## src/rtl/l1_veri_yolu_kopru_pkg.sv

```systemverilog
// rtl/l1_veri_yolu_kopru_pkg.sv - shared widths, memory map constants and FSM states for the L1/memory bridge
package l1_veri_yolu_kopru_pkg;

    localparam int ADRES_BIT    = 32;
    localparam int VERI_BIT     = 32;
    localparam int L1_BLOK_BIT  = 128;
    localparam int L1_BLOK_BYTE = L1_BLOK_BIT / 8;
    localparam int VERI_BYTE    = VERI_BIT / 8;
    localparam int BEAT_SAYISI  = L1_BLOK_BIT / VERI_BIT;
    localparam int BEAT_BIT     = (BEAT_SAYISI > 1) ? $clog2(BEAT_SAYISI) : 1;

    localparam logic [ADRES_BIT-1:0] BELLEK_BASLANGIC = 32'h8000_0000;
    localparam logic [ADRES_BIT-1:0] BELLEK_BOYUT     = 32'h0000_1000;

    localparam logic HIGH = 1'b1;
    localparam logic LOW  = 1'b0;

    typedef enum logic [2:0] {
        BOSTA     = 3'd0,
        YAZ       = 3'd1,
        OKU_ISTEK = 3'd2,
        OKU_VERI  = 3'd3,
        YANIT     = 3'd4
    } durum_e;

    typedef logic [BEAT_BIT-1:0] beat_t;

    // Beats are little-endian: beat k sits k words above the block base.
    function automatic logic [ADRES_BIT-1:0] beat_adresi(
        input logic [ADRES_BIT-1:0] taban,
        input beat_t                k
    );
        return taban + ADRES_BIT'(k) * ADRES_BIT'(VERI_BYTE);
    endfunction

endpackage

```

## src/rtl/l1_veri_yolu_kopru_if.sv

```systemverilog
// rtl/l1_veri_yolu_kopru_if.sv - request/response bus used on both the L1 side (block wide) and memory side (word wide)
interface l1_veri_yolu_kopru_if
    import l1_veri_yolu_kopru_pkg::*;
#(
    parameter int ADRES_W = ADRES_BIT,
    parameter int VERI_W  = VERI_BIT
) ();

    logic [ADRES_W-1:0] istek_adres;
    logic [VERI_W-1:0]  istek_veri;
    logic               istek_yaz;
    logic               istek_gecerli;
    logic               istek_hazir;

    logic [VERI_W-1:0]  yanit_veri;
    logic               yanit_gecerli;
    logic               yanit_hazir;

    modport master (
        output istek_adres, istek_veri, istek_yaz, istek_gecerli, yanit_hazir,
        input  istek_hazir, yanit_veri, yanit_gecerli
    );

    modport slave (
        input  istek_adres, istek_veri, istek_yaz, istek_gecerli, yanit_hazir,
        output istek_hazir, yanit_veri, yanit_gecerli
    );

endinterface

```

## src/rtl/l1_veri_yolu_kopru.sv

```systemverilog
// rtl/l1_veri_yolu_kopru.sv - splits one L1 block request into word beats on the memory port and assembles read blocks
module l1_veri_yolu_kopru
    import l1_veri_yolu_kopru_pkg::*;
(
    input  logic                 clk_i,
    input  logic                 rst_i,
    l1_veri_yolu_kopru_if.slave  l1_io,
    l1_veri_yolu_kopru_if.master mem_io
);

    durum_e                 durum_q, durum_d;
    beat_t                  k_q, k_d;
    logic [ADRES_BIT-1:0]   adres_q, adres_d;
    logic [L1_BLOK_BIT-1:0] blok_q, blok_d;
    logic [L1_BLOK_BIT-1:0] tampon_q, tampon_d;

    logic l1_istek_hs;
    logic mem_istek_hs;
    logic mem_yanit_hs;
    logic l1_yanit_hs;
    logic son_beat;

    // Handshakes are derived from state, never from our own outputs, so no input reaches istek_hazir combinationally.
    assign l1_istek_hs  = (durum_q == BOSTA) && l1_io.istek_gecerli;
    assign mem_istek_hs = ((durum_q == YAZ) || (durum_q == OKU_ISTEK)) && mem_io.istek_hazir;
    assign mem_yanit_hs = (durum_q == OKU_VERI) && mem_io.yanit_gecerli;
    assign l1_yanit_hs  = (durum_q == YANIT) && l1_io.yanit_hazir;
    assign son_beat     = (k_q == beat_t'(BEAT_SAYISI - 1));

    always_ff @(posedge clk_i or posedge rst_i) begin
        if (rst_i) begin
            durum_q  <= BOSTA;
            k_q      <= '0;
            adres_q  <= '0;
            blok_q   <= '0;
            tampon_q <= '0;
        end else begin
            durum_q  <= durum_d;
            k_q      <= k_d;
            adres_q  <= adres_d;
            blok_q   <= blok_d;
            tampon_q <= tampon_d;
        end
    end

    always_comb begin
        durum_d  = durum_q;
        k_d      = k_q;
        adres_d  = adres_q;
        blok_d   = blok_q;
        tampon_d = tampon_q;
        case (durum_q)
            BOSTA: begin
                if (l1_istek_hs) begin
                    adres_d = l1_io.istek_adres;
                    blok_d  = l1_io.istek_veri;
                    k_d     = '0;
                    durum_d = l1_io.istek_yaz ? YAZ : OKU_ISTEK;
                end
            end
            YAZ: begin
                if (mem_istek_hs) begin
                    k_d = k_q + 1'b1;
                    if (son_beat) begin
                        durum_d = BOSTA;
                    end
                end
            end
            OKU_ISTEK: begin
                if (mem_istek_hs) begin
                    durum_d = OKU_VERI;
                end
            end
            OKU_VERI: begin
                if (mem_yanit_hs) begin
                    tampon_d[int'(k_q)*VERI_BIT +: VERI_BIT] = mem_io.yanit_veri;
                    k_d     = k_q + 1'b1;
                    durum_d = son_beat ? YANIT : OKU_ISTEK;
                end
            end
            YANIT: begin
                if (l1_yanit_hs) begin
                    durum_d = BOSTA;
                end
            end
            default: durum_d = BOSTA;
        endcase
    end

    // Every output is gated by state, so reset (state forced to BOSTA) clears them without waiting for a clock.
    always_comb begin
        l1_io.istek_hazir    = LOW;
        l1_io.yanit_gecerli  = LOW;
        l1_io.yanit_veri     = '0;
        mem_io.istek_gecerli = LOW;
        mem_io.istek_yaz     = LOW;
        mem_io.istek_adres   = '0;
        mem_io.istek_veri    = '0;
        mem_io.yanit_hazir   = LOW;
        case (durum_q)
            BOSTA: begin
                l1_io.istek_hazir = HIGH;
            end
            YAZ: begin
                mem_io.istek_gecerli = HIGH;
                mem_io.istek_yaz     = HIGH;
                mem_io.istek_adres   = beat_adresi(adres_q, k_q);
                mem_io.istek_veri    = blok_q[int'(k_q)*VERI_BIT +: VERI_BIT];
            end
            OKU_ISTEK: begin
                mem_io.istek_gecerli = HIGH;
                mem_io.istek_adres   = beat_adresi(adres_q, k_q);
            end
            OKU_VERI: begin
                mem_io.yanit_hazir = HIGH;
            end
            YANIT: begin
                l1_io.yanit_gecerli = HIGH;
                l1_io.yanit_veri    = tampon_q;
            end
            default: ;
        endcase
    end

endmodule

```

## src/flat_wrapper.sv

```systemverilog
// flat-port wrapper written by rule: the top's interface ports become plain ports
module l1_veri_yolu_kopru_flat import l1_veri_yolu_kopru_pkg::*;
  (clk_i, rst_i, l1_io_istek_adres, l1_io_istek_veri, l1_io_istek_yaz, l1_io_istek_gecerli, l1_io_yanit_hazir, l1_io_istek_hazir, l1_io_yanit_veri, l1_io_yanit_gecerli, mem_io_istek_adres, mem_io_istek_veri, mem_io_istek_yaz, mem_io_istek_gecerli, mem_io_yanit_hazir, mem_io_istek_hazir, mem_io_yanit_veri, mem_io_yanit_gecerli);
  l1_veri_yolu_kopru_if #(.ADRES_W(ADRES_BIT), .VERI_W(L1_BLOK_BIT)) l1_io_i ();
  l1_veri_yolu_kopru_if #(.ADRES_W(ADRES_BIT), .VERI_W(VERI_BIT)) mem_io_i ();
  input  logic clk_i;
  input  logic rst_i;
  input wire logic [$bits(l1_io_i.istek_adres)-1:0] l1_io_istek_adres;
  input wire logic [$bits(l1_io_i.istek_veri)-1:0] l1_io_istek_veri;
  input wire logic [$bits(l1_io_i.istek_yaz)-1:0] l1_io_istek_yaz;
  input wire logic [$bits(l1_io_i.istek_gecerli)-1:0] l1_io_istek_gecerli;
  input wire logic [$bits(l1_io_i.yanit_hazir)-1:0] l1_io_yanit_hazir;
  output wire logic [$bits(l1_io_i.istek_hazir)-1:0] l1_io_istek_hazir;
  output wire logic [$bits(l1_io_i.yanit_veri)-1:0] l1_io_yanit_veri;
  output wire logic [$bits(l1_io_i.yanit_gecerli)-1:0] l1_io_yanit_gecerli;
  output wire logic [$bits(mem_io_i.istek_adres)-1:0] mem_io_istek_adres;
  output wire logic [$bits(mem_io_i.istek_veri)-1:0] mem_io_istek_veri;
  output wire logic [$bits(mem_io_i.istek_yaz)-1:0] mem_io_istek_yaz;
  output wire logic [$bits(mem_io_i.istek_gecerli)-1:0] mem_io_istek_gecerli;
  output wire logic [$bits(mem_io_i.yanit_hazir)-1:0] mem_io_yanit_hazir;
  input wire logic [$bits(mem_io_i.istek_hazir)-1:0] mem_io_istek_hazir;
  input wire logic [$bits(mem_io_i.yanit_veri)-1:0] mem_io_yanit_veri;
  input wire logic [$bits(mem_io_i.yanit_gecerli)-1:0] mem_io_yanit_gecerli;
  assign l1_io_i.istek_adres = l1_io_istek_adres;
  assign l1_io_i.istek_veri = l1_io_istek_veri;
  assign l1_io_i.istek_yaz = l1_io_istek_yaz;
  assign l1_io_i.istek_gecerli = l1_io_istek_gecerli;
  assign l1_io_i.yanit_hazir = l1_io_yanit_hazir;
  assign l1_io_istek_hazir = l1_io_i.istek_hazir;
  assign l1_io_yanit_veri = l1_io_i.yanit_veri;
  assign l1_io_yanit_gecerli = l1_io_i.yanit_gecerli;
  assign mem_io_istek_adres = mem_io_i.istek_adres;
  assign mem_io_istek_veri = mem_io_i.istek_veri;
  assign mem_io_istek_yaz = mem_io_i.istek_yaz;
  assign mem_io_istek_gecerli = mem_io_i.istek_gecerli;
  assign mem_io_yanit_hazir = mem_io_i.yanit_hazir;
  assign mem_io_i.istek_hazir = mem_io_istek_hazir;
  assign mem_io_i.yanit_veri = mem_io_yanit_veri;
  assign mem_io_i.yanit_gecerli = mem_io_yanit_gecerli;
  l1_veri_yolu_kopru u_core (.clk_i(clk_i), .rst_i(rst_i), .l1_io(l1_io_i), .mem_io(mem_io_i));
endmodule
```

## config.mk

```make
export PLATFORM = sky130hd
export DESIGN_NAME = l1_veri_yolu_kopru_flat
export DESIGN_NICKNAME = d
export VERILOG_FILES = /design/src/rtl/l1_veri_yolu_kopru_pkg.sv /design/src/rtl/l1_veri_yolu_kopru_if.sv /design/src/rtl/l1_veri_yolu_kopru.sv /design/src/flat_wrapper.sv
export SDC_FILE = /design/constraint.sdc
export NUM_CORES = 1
export LEC_CHECK = 0
export CAP_MARGIN = 20
export CORE_ASPECT_RATIO = 0.7
export CORE_MARGIN = 2
export CORE_UTILIZATION = 52
export CTS_CLUSTER_SIZE = 12
export DETAILED_ROUTE_END_ITERATION = 10
export PLACE_DENSITY = 0.86
export SLEW_MARGIN = 15
export SYNTH_ARGS = -nofsm -noshare
export SYNTH_HDL_FRONTEND = slang
export SYNTH_SLANG_ARGS = --single-unit
```

## constraint.sdc

```tcl
create_clock -name clk_i -period 32.9 [get_ports clk_i]
set_clock_uncertainty 0.15 [all_clocks]
set_input_delay 9.87 -clock clk_i [delete_from_list [all_inputs] [get_ports clk_i]]
set_output_delay 9.87 -clock clk_i [all_outputs]
set_load 0.005 [all_outputs]
```

==> flow_summary_export.csv, run 1 <==
group,metric,value,unit
status,outcome,"finished clean",
clock_tree,cts_root_buffer,"clkbuf_16",
synthesis,synth_xor_area_share,0.497,%
setup_path,critPathMaxFanout,35,
route,first_iter_violations,797,
timing,timing.final.crit_share,41.0,%
synthesis,synth.avg_cell_area,10.7,µm²
timing,tns,0,ps
placement,gp_congestion,0.873,
route,vias,11700,
synthesis,syn_area,14100,µm²
cells_and_area,drive_above_1_share,15.7,%
synthesis,ys_seq_area_share,52.0,%
pwr,peakVddDrop,0.0566,mV
timing,relSlewSlack,28.7,%
clock_tree,cts_buffers,29,
job,maxCapViolations,0,
route,wl_per_cell,21.0,µm
synthesis,synth_warnings,0,
clock_tree,post_cts_buffers,0,
synthesis,synth_compound_area_share,6.73,%
floorplanning,num_rows,50,
synthesis,synth-adder-area-share,0.763,%
clock_tree,cts_max_path_buffers,3,
placement,io_buffers,395,
timing,setup_violations,0,
timing,slew_violations,0,
clock_tree,cts_tree,"built",
cells_and_area,final_common_cell,"clkdlybuf4s50_1",
synthesis,synthCells,1322,
synthesis,syn_nets,1529,
pwr,p_sw,0.512,mW
pwr,powerDensity,79.3,nW/µm²
floorplanning,die_w,201,µm
route,wl_met2,20300,µm
setup_path,endpoint_kind,"primary output",
synthesis,synth_mux_area_share,17.8,%
pwr,pwr-share-seq,39.5,%
route,drcViolationCount,0,
setup_path,required,22880,ps
route,routed_wl,42700,µm
timing,rsz0062_at_grt,"false",
pwr,pwr-share-clk,20.0,%
timing,finalHoldViolCount,0,
clock_tree,cts.sinks,293,
clock_tree,cts_hold_buf,0,
route,top_layer,"met5",
timing,max_slew.worst_pin.slew,1070,ps
cells_and_area,finish.net_count,1862,
setup_path,reg2reg_depth,5,
clock_tree,worstSkewPairLatency,540,ps
global_route,grt_pass1_vias,11700,
synthesis,ys_async_sr_fraction,100,%
floorplanning,die_y,142,µm
timing,max_freq,74.2,MHz
setup_path,cp_data_arrival_time,3450,ps
pwr,p_leak,8.21,nW
route,ant_nets,0,
cells_and_area,layout_common_cells,"clkdlybuf4s50_1, dfrtp_1, nand2_1",
clock_tree,htree_num_levels,1,
global_route,grt_max_degree,151,
cells_and_area,area_delta_synth_final,35.7,%
min_path,min_path_cells,2,
global_route,gr-total-overflow,0,
placement,dp_hpwl,28700,µm
global_route,antenna_found_initial,6,
route,first_pass_iters,5,
setup_path,r2r-start,"u_core.durum_q[0]",
clock_tree,ctsResizeCount,0,
clock_tree,cts.clk_slew.worst_paths,60,ps
global_route,grt_pass1_wl,66400,µm
route,viasPerCell,5.78,
min_path,whs_endpoint,"u_core.tampon_q[55]",
route,wl_met3,3620,µm
floorplanning,io_pins,396,
floorplanning,core_area,26700,µm²
synthesis,synth_ff_type,"dfrtp_1",
pwr,swShare,33.8,%
route,met1_length,17400,µm
setup_path,rrSetupSlack,29420,ps
synthesis,synth_top_family_by_area,"simple AND/OR/NAND/NOR gates",
floorplanning,dieArea,28500,µm²
setup_path,path_class,"reg2out",
pwr,p_int,1.01,mW
floorplanning,initial_utilization,52.8,%
global_route,grt_use_total,29.6,%
min_path,hp-start,"u_core.tampon_q[55]",
min_path,hold_path.class,"reg2reg",
synthesis,synthSimpleGateAreaFrac,18.1,%
synthesis,ys_ff_latch,293,
pwr,power.total,1.52,mW
synthesis,synth_edf_count,0,
timing,period_needed,13470,ps
setup_path,start_kind,"flop",
setup_path,rr_endpoint,"u_core.blok_q[79]",
synthesis,yosysUniqueCellTypes,43,
pwr,p_comb_share,40.5,%
-- area by class of cell --
| cell class | count | area, µm² |
|---|---|---|
| antenna | 5 | 12.5 |
| clock buffer | 39 | 823 |
| clock inverter | 1 | 5.00 |
| fill | 1838 | 7570 |
| inverter | 13 | 56.3 |
| multi-input combinational | 904 | 6230 |
| sequential | 293 | 7340 |
| tap | 364 | 455 |
| timing repair buffer | 414 | 4210 |
-- how the worst max path moves through the flow --
stage	end	from	slack (ps)
3_5_place_dp	u_core.blok_q[79]	l1_io_istek_gecerli	19930
4_1_cts	mem_io_istek_adres[29]	u_core.k_q[1]	19370
5_1_grt	mem_io_istek_adres[29]	u_core.k_q[1]	19170
3_3_place_gp	u_core.blok_q[50]	l1_io_istek_gecerli	19990
6_report	mem_io_istek_adres[29]	u_core.k_q[1]	19430
2_1_floorplan	u_core.adres_q[0]	rst_i	14790
-- synth_stat cells, types with 3 or more instances --
master | count | share of area, %
o21ai_1 | 17 | 0.60
nand2_1 | 280 | 7.5
or4_1 | 14 | 0.75
buf_6 | 4 | 0.32
and3_1 | 162 | 7.2
o21ai_0 | 124 | 4.4
dfrtp_1 | 293 | 52
nor2_1 | 12 | 0.32
and2_1 | 8 | 0.35
mux2i_1 | 3 | 0.21
nor3b_1 | 3 | 0.16
and4_1 | 4 | 0.25
buf_2 | 21 | 0.75
nor3_1 | 3 | 0.11
nand3_1 | 6 | 0.21
mux2_2 | 156 | 12
mux4_2 | 32 | 5.1
a21oi_1 | 21 | 0.75
nand4_1 | 10 | 0.44
or3_1 | 4 | 0.18
o31ai_1 | 12 | 0.64
xor2_1 | 6 | 0.37
ha_1 | 7 | 0.62
clkbuf_1 | 73 | 1.9
inv_1 | 13 | 0.35
buf_4 | 12 | 0.64
nor2b_1 | 3 | 0.13
-- flip-flops by register name, indices dropped and copies added, names as in the netlist --
signal and flops:
u_core.adres_q 32, u_core.blok_q 128, u_core.durum_q 3, u_core.k_q 2, u_core.tampon_q 128
-- metal layers --
layer,vias to the layer above,track usage (%)
li1,5274,-
met1,5809,40.3
met2,568,47.6
met3,89,6.50
met4,2,10.1
met5,-,0
-- cell families after synthesis --
group                      Yosys count
AOI/OAI and AO/OA                  180
xor gates and xnor gates             8
adders and majority gates            8
buffers and inverters              125
DFF                                293
muxes                              191
and+or+nand+nor                    517
-- power groups by stage --
stage / Combinational [mW] / Clock [mW] / Sequential (mW)
floorplan: 0.394 / 0 / 0.559
global placement: 0.585 / 0 / 0.586
detailed placement: 0.603 / 0 / 0.599
CTS: 0.608 / 0.308 / 0.595
global route: 0.666 / 0.324 / 0.615
finish: 0.614 / 0.304 / 0.600
-- metrics by stage --
stage	util [%]	setup WS [ps]	instances	instance area [µm²]	hold WS, ps
2_1_floorplan	-	14790	1322	14100	292
3_3_place_gp	67.8	19990	1981	18100	304
3_5_place_dp	67.8	19930	1981	18100	313
4_1_cts	70.9	19370	2021	19000	326
5_1_grt	71.6	19170	2033	19100	341
6_report	71.6	19430	2033	19100	322
-- worst max-delay path, cell delays in order (launching register included) --
cell	delay, ps
dfrtp_2	400
buf_4	300
ha_1	370
a21o_1	220
nand4_2	370
or4_1	580
a21oi_1	150
clkdlybuf4s50_1	520
Power figures use the tool's default switching activity.
==> run 2: changes to the inputs <==
--- a/config.mk
+++ b/config.mk
@@ -8,10 +8,10 @@
 export CAP_MARGIN = 20
 export CORE_ASPECT_RATIO = 0.7
 export CORE_MARGIN = 2
-export CORE_UTILIZATION = 52
+export CORE_UTILIZATION = 49
 export CTS_CLUSTER_SIZE = 12
 export DETAILED_ROUTE_END_ITERATION = 10
-export PLACE_DENSITY = 0.86
+export PLACE_DENSITY = 0.82
 export SLEW_MARGIN = 15
 export SYNTH_ARGS = -nofsm -noshare
 export SYNTH_HDL_FRONTEND = slang
==> constraint.sdc (replaced) <==
create_clock -name clk_i -period 12.47 [get_ports clk_i]
set_clock_uncertainty 0.15 [all_clocks]
set_input_delay 3.741 -clock clk_i [delete_from_list [all_inputs] [get_ports clk_i]]
set_output_delay 3.741 -clock clk_i [all_outputs]
set_load 0.005 [all_outputs]
==> run 2 against run 1 <==
Largest power group unchanged. Count of clock-buffer cells in the layout is 5 higher. Design area hardly changed. Core utilization down 3.4 points. Via count fell by 1.3%. Sequential power grew to 2.6 times the previous value. Combinational power grew to 2.6 times the previous value. Non-clock buffer count shrank 4. Setup slack got worse by 14000 ps.
==> flow_summary_export.csv, run 2 (synthesized netlist as in run 1, its figures left out) <==
group,metric,value,unit
status,outcome,"finished clean",
setup_path,start_kind,"flop",
placement,gp_congestion,0.915,
timing,slew_violations,0,
clock_tree,cts.sinks,293,
route,first_pass_iters,7,
floorplanning,dieArea,30200,µm²
global_route,gr-total-overflow,0,
setup_path,endpoint_kind,"primary output",
clock_tree,post_cts_buffers,0,
setup_path,critPathMaxFanout,35,
cells_and_area,layout_common_cells,"clkdlybuf4s50_1, dfrtp_1, nand2_1",
clock_tree,htree_num_levels,1,
pwr,powerDensity,211,nW/µm²
timing,rsz0062_at_grt,"false",
clock_tree,cts_buffers,30,
timing,finalHoldViolCount,0,
placement,place_area,18200,µm²
floorplanning,die_w,207,µm
setup_path,cp_data_arrival_time,3500,ps
route,ant_nets,0,
route,first_iter_violations,923,
setup_path,slowest_delay,590,ps
placement,io_buffers,395,
timing,period_needed,7390,ps
cells_and_area,nFillCells,2087,
timing,max_slew.worst_pin.slew,1150,ps
floorplanning,io_pins,396,
cells_and_area,finish.net_count,1859,
clock_tree,cts_root_buffer,"clkbuf_16",
placement,pre_cts_slack,5520,ps
setup_path,critPathSlowestCell,"or4_1",
floorplanning,initial_utilization,50.2,%
global_route,antenna_found_initial,4,
cells_and_area,drive_above_1_share,15.7,%
setup_path,crit_chain,"buf_4, ha_1, a21o_1, nand4_2, or4_1, a21oi_1, clkdlybuf4s50_1",
global_route,grt_max_degree,159,
floorplanning,die_y,146,µm
timing,max_freq,135,MHz
timing,tns,0,ps
clock_tree,cts.clk_slew.worst_paths,60,ps
timing,timing.final.crit_share,59.3,%
clock_tree,cts_tree,"built",
clock_tree,worstSkewPairLatency,560,ps
job,maxCapViolations,0,
route,routed_wl,42300,µm
min_path,hold_path.class,"reg2reg",
global_route,grt_use_total,27.9,%
timing,setup_violations,0,
pwr,peakVddDrop,0.146,mV
clock_tree,cts_max_path_buffers,3,
timing,setup_ws,5080,ps
timing,holdWs,320,ps
clock_tree,ctsResizeCount,0,
cells_and_area,final_area,19100,µm²
setup_path,path_class,"reg2out",
route,wl_per_cell,20.7,µm
cells_and_area,reg_top3,"u_core.blok_q: 128 flops, u_core.tampon_q: 128 flops, u_core.adres_q: 32 flops",
floorplanning,core_area,28100,µm²
cells_and_area,utilization,68.2,%
global_route,grt_pass1_wl,66100,µm
route,viasPerCell,5.67,
placement,dp_hpwl,28500,µm
cells_and_area,area_delta_synth_final,35.8,%
global_route,grt_pass1_vias,11600,
clock_tree,cts_hold_buf,0,
route,drcViolationCount,0,
cells_and_area,final_common_cell,"clkdlybuf4s50_1",
route,vias,11600,
floorplanning,num_rows,51,
timing,relSlewSlack,23.3,%
pwr,p_leak,8.20,nW
setup_path,required,8580,ps
-- run 2: path summary, 6_finish.rpt --
| kind | startpoint | slack [ps] | depth (start not counted) | endpoint |
|---|---|---|---|---|
| max | u_core.k_q[1] | 5080 | 7 | mem_io_istek_adres[29] |
| min reg2reg | u_core.tampon_q[11] | 320 | 2 | u_core.tampon_q[11] |
| min in group asynchronous | rst_i | 3580 | 2 | u_core.blok_q[56] |
| max in group asynchronous | rst_i | 7080 | 3 | u_core.blok_q[81] |
| min | u_core.tampon_q[11] | 320 | 2 | u_core.tampon_q[11] |
| max reg2reg | u_core.durum_q[2] | 8660 | 5 | u_core.adres_q[11] |
-- run 2: routing by layer --
layer	share of wire, %	GRT usage [%]
met1	42	38.1
met2	47	44.0
met3	8.5	6.85
met4	3.3	9.18
met5	0.031	0
-- run 2: per-stage QoR --
step	cells	power, mW
detailed placement	1988	3.17
finish	2042	4.04
CTS	2036	4.05
global placement	1987	3.10
floorplan	1322	2.52
global route	2042	4.27
-- run 2: worst max-delay path, delay by kind of cell (launching register included) --
| family | cells | cell delay, ps |
|---|---|---|
| adder cells (fa/ha/maj) | 1 | 280 |
| buffers and inverters | 2 | 1020 |
| AND/OR/NAND/NOR | 2 | 950 |
| flip-flops | 1 | 350 |
| AO/OA/AOI/OAI | 2 | 340 |
-- run 2: power by group --
part / internal [mW] / leakage (nW) / switching (mW)
Combinational: 0.869 / 4.03 / 0.736
Sequential: 1.32 / 3.71 / 0.252
Clock: 0.498 / 0.453 / 0.366
Total: 2.69 / 8.20 / 1.35
-- run 2: area by class of cell --
type | instances | area [µm²] | area share [%]
well taps | 371 | 464 | 2.42
clock inverters | 4 | 45.0 | 0.235
multi-input cells | 904 | 6230 | 32.6
repair buffers | 410 | 4130 | 21.6
flip-flops and latches | 293 | 7340 | 38.3
diodes | 3 | 7.51 | 0.0392
clock buffers | 44 | 875 | 4.57
inverters | 13 | 56.3 | 0.294
